===== config.mk =====
export PLATFORM = sky130hd
export DESIGN_NAME = wb_regfile
export DESIGN_NICKNAME = d
export VERILOG_FILES = /design/src/rtl/wb_regfile.sv
export SDC_FILE = /design/constraint.sdc
export NUM_CORES = 2
export LEC_CHECK = 0
export CORE_ASPECT_RATIO = 1.2
export CORE_MARGIN = 8
export CORE_UTILIZATION = 35
export DETAILED_ROUTE_END_ITERATION = 8
export HOLD_SLACK_MARGIN = 0.08
export SLEW_MARGIN = 20
export SYNTH_ARGS = -nofsm -noshare
export SYNTH_HDL_FRONTEND = slang
export SYNTH_SLANG_ARGS = --single-unit

===== constraint.sdc =====
create_clock -name clk -period 46.9 [get_ports clk]
set_input_delay 4.69 -clock clk [delete_from_list [all_inputs] [get_ports clk]]
set_output_delay 4.69 -clock clk [all_outputs]
set_load 0.03 [all_outputs]

===== src/rtl/wb_regfile.sv =====
// rtl/wb_regfile.sv - MIPS write-back select, 32x32 register file with two read ports, retired-write counter.
// Optional REGFILE_BYPASS_EN: write-through bypass of a pending commit onto the read ports.
module wb_regfile #(
  parameter int DATA_W = 32,
  parameter int NREGS  = 32,
  parameter int CNT_W  = 32,
  localparam int AW    = $clog2(NREGS)
) (
  input  logic              clk,
  input  logic              reset,
  input  logic              wbRegWrite,
  input  logic              wbMemtoReg,
  input  logic [DATA_W-1:0] wbReadData,
  input  logic [DATA_W-1:0] wbAddress,
  input  logic [AW-1:0]     wbWriteReg,
  input  logic [AW-1:0]     readReg1,
  input  logic [AW-1:0]     readReg2,
  output logic [DATA_W-1:0] readData1,
  output logic [DATA_W-1:0] readData2,
  output logic [DATA_W-1:0] wbData,
  output logic              wbCommit,
  output logic [CNT_W-1:0]  retireCount
);

  logic [DATA_W-1:0] regs [NREGS];
  logic              commit;

  assign wbData = wbMemtoReg ? wbReadData : wbAddress;
  // r0 is hardwired, so a write to it is neither stored nor counted
  assign commit = wbRegWrite && (wbWriteReg != '0);

  always_ff @(posedge clk or posedge reset) begin
    if (reset) begin
      for (int i = 0; i < NREGS; i++) regs[i] <= '0;
      wbCommit    <= 1'b0;
      retireCount <= '0;
    end else begin
      wbCommit <= commit;
      if (commit) begin
        regs[wbWriteReg] <= wbData;
        retireCount      <= retireCount + CNT_W'(1);
      end
    end
  end

  always_comb begin
    readData1 = '0;
    readData2 = '0;
    if (readReg1 != '0) readData1 = regs[readReg1];
    if (readReg2 != '0) readData2 = regs[readReg2];
`ifdef REGFILE_BYPASS_EN
    // reset wins over the bypass so reads reflect the cleared file
    if (commit && !reset && (readReg1 == wbWriteReg)) readData1 = wbData;
    if (commit && !reset && (readReg2 == wbWriteReg)) readData2 = wbData;
`endif
  end

endmodule


==> results.json <==
{
  "cts_tree": "yes",
  "cts_buffers": 108,
  "crit_type": "in2out",
  "synth_edf_count": 0,
  "rsz0062_at_grt": "false",
  "clkLatencyLatePin_ns": 0.69,
  "dr_total_vias": 40710,
  "final_area_sq_mm": 0.06189,
  "max_freq_mhz": 68.61,
  "hold_viol": 0,
  "finalWirelength_um": 189600,
  "place_ws_ns": 32.25,
  "fin_crit_sh_pct": 31.08,
  "cp.required_ns": 42.21,
  "grt_antenna_before_repair": 3,
  "path_buf_inv": 5,
  "leakage_nw": 25.62,
  "cap_viol_max_count": 0,
  "cpMostUsedCell": "buf_4",
  "synthDistinctLibCells": 55,
  "io_buffer_count": 211,
  "worstHoldEndpoint": "regs[1013]",
  "synthCells": 4920,
  "hold_depth": 0,
  "ios": 212,
  "synth_area_sq_mm": 0.05484,
  "crit_path_end_kind": "primary output",
  "swShare_pct": 30.40,
  "intPower_mw": 1.902,
  "wl_per_cell_um": 27.17,
  "grt-ovfl-total": 0,
  "cts-htree-levels": 3,
  "setup_viol": 0,
  "syn_area_per_cell_sq_um": 11.15,
  "yosysSeqAreaShare_pct": 48.23,
  "ctsHoldBuffers": 0,
  "start_util_pct": 35.16,
  "combPwrFrac_pct": 22.1,
  "design.core.area_sq_mm": 0.1560,
  "setup_tns_ns": 0,
  "finalMaxSlewViolations": 0,
  "r2r_slack_ns": 44.93,
  "pwr-share-clk_pct": 32.4,
  "grt_start_max_net_pins": 155,
  "yosys_warnings": 0,
  "cts.path.max_buffers": 3,
  "ys_async_sr_fraction_pct": 100.0,
  "die_y_um": 449.6,
  "crit_slowest_cell": "a311oi_1",
  "cp.arrival_ns": 9.88,
  "powerDensity_mw_per_mm2": 44.16,
  "slew_headroom_pct": 19.27,
  "layout-drive-gt1-share_pct": 18.64,
  "avgViaCountPerCell": 5.834,
  "ys_ff_latch": 1057,
  "cp_cell_sequence": "buf_8 > buf_4 > buf_4 > buf_4 > mux4_2 > nor2b_1 > a211oi_1 > a311oi_1 > clkdlybuf4s50_1",
  "drt_iter0_drc": 3966,
  "layout_commonest_cell": "dfrtp_1",
  "post_cts_resized": 0,
  "die-area_sq_mm": 0.1697,
  "rows": 159,
  "synth_ff_type": "dfrtp_1",
  "dpl.hpwl_um": 103500,
  "ir_worst_vdd_mv": 0.03154,
  "grt_usage_pct": 21.87,
  "route.detailed.drc": 0,
  "cp_top_family": "buffers and inverters",
  "dr.pass1.iters": 8,
  "chipWidth_um": 377.4,
  "clk_pin_slew_ns": 0.06,
  "final.min_clock_period_ns": 14.57,
  "crit_path_start_kind": "input pin",
  "gp_congestion": 0.7838,
  "synth_nets": 5004,
  "seqPwrFrac_pct": 45.5,
  "worst_slew_pin_slew_ns": 1.210,
  "status": "complete, no violations",
  "grt_pass1_wl_um": 280000,
  "root_buffer": "clkbuf_16",
  "cpPeakStageDelay_ns": 0.98,
  "r2r-start": "retireCount[15]",
  "crit_fanout": 47,
  "clkSinkCount": 1057,
  "whs_ns": 0.3931,
  "hp-class": "reg2reg",
  "p_switching_uw": 830.8,
  "synthToLayoutAreaGrowth_pct": 12.84,
  "post_dp_cell_area_sq_mm": 0.05821,
  "grt_pass1_vias": 40770,
  "post-cts-setup-buffers": 0,
  "worstHoldStart": "regs[1013]",
  "reg2reg_depth": 4,
  "layout.nets": 4882,
  "ant_nets": 0,
  "layout_common_cells": "1057 x dfrtp_1, 654 x nand2_1, 567 x o21ai_0, 448 x mux4_2, 388 x nor2_1",
  "skew_ns": 0.01332,
  "finish.utilization_pct": 39.68,
  "setup_slack_ns": 32.33,
  "r2r-end": "retireCount[22]"
}
how the worst max path moves through the flow:
| stage | end | cells past startpoint | slack (ns) | startpoint |
|---|---|---|---|---|
| finish | readData2[23] | 9 | 32.33 | readReg2[1] |
| global route | readData2[23] | 9 | 32.02 | readReg2[1] |
| CTS | readData2[23] | 9 | 32.24 | readReg2[1] |
| detailed placement | readData2[23] | 9 | 32.25 | readReg2[1] |
| global placement | readData2[23] | 9 | 32.27 | readReg2[1] |
| floorplan | regs[0] | 1 | 12.46 | reset |
layer usage:
metal	up-vias	global-route usage, %	routed length [um]
met5	-	0	0
met1	20930	28.76	76290
met4	0	8.737	8027
met3	435	4.041	14270
li1	17622	-	-
met2	1723	35.70	91010
sequential cells by signal, indices dropped and copies added (netlist names):
name,count
wbCommit,1
retireCount,32
regs,1024
stage by stage:
| step | cells | power (mW) |
|---|---|---|
| finish | 6978 | 2.733 |
| global placement | 6778 | 1.832 |
| detailed placement | 6779 | 1.858 |
| CTS | 6972 | 2.742 |
| global route | 6976 | 2.861 |
| floorplan | 4920 | 1.668 |
synthesized netlist by cell type (2+ instances only):
cell type  count  area share, %
nand3_2        4          0.073
o21ai_0      567            5.2
nand3b_1       5          0.068
nor2_1       398            2.7
buf_2        125            1.1
nor4_2         6           0.14
buf_4         50           0.68
nand2b_1       4          0.046
mux2i_1      160            2.9
a22oi_1       64           0.88
clkbuf_4       4          0.055
nor2_2         6          0.068
xnor2_1       15           0.24
nand3_1       15           0.14
nor3b_2        3          0.068
nand4_1       11           0.13
a221oi_1      45           0.72
and4_1         6          0.096
xor2_1        16           0.26
mux4_2       448             18
buf_1          4          0.027
dfrtp_1     1057             48
clkbuf_1     317            2.2
nand2_1      662            4.5
and2_1         4          0.046
or3_1          2          0.023
and3_1         3          0.034
nor4_1         4          0.046
or4_4          2          0.041
o2111ai_1     19           0.30
a21oi_1      385            3.5
o21ai_2       31           0.50
buf_6         39           0.80
inv_2          2          0.014
mux2_2        65            1.3
or2_1          3          0.034
nor2b_1       68           0.78
o21ai_1      119            1.1
inv_1         35           0.24
nand3b_2       3          0.062
a311oi_1      64            1.0
nor3_1         4          0.037
a211oi_1      64           0.88
power by group through the flow:
stage | Clock [mW] | Combinational (mW) | Sequential [mW]
after floorplan | 0 | 0.450 | 1.22
after global placement | 0 | 0.591 | 1.24
after detailed placement | 0 | 0.604 | 1.25
after CTS | 0.898 | 0.606 | 1.24
after global routing | 0.932 | 0.663 | 1.27
final | 0.885 | 0.604 | 1.24
cells by family after synthesis:
family / after synthesis / synth area share, %
AND/OR/NAND/NOR: 1221 / 9.318
multiplexers: 673 / 22.65
buffers and inverters: 576 / 5.131
adder cells (fa/ha/maj): 1 / 0.02281
flip-flops: 1057 / 48.23
XOR/XNOR: 31 / 0.4951
AO/OA/AOI/OAI: 1361 / 14.15
area by class of cell:
cell class / instances / area (sq um)
antenna: 4 / 10.01
clock buffer: 170 / 3247
clock inverter: 23 / 350.3
fill: 14919 / 94080
inverter: 37 / 151.4
multi-input combinational: 3287 / 26140
sequential: 1057 / 26450
tap: 2093 / 2619
timing repair buffer: 307 / 2917
Power figures use the tool's default switching activity.
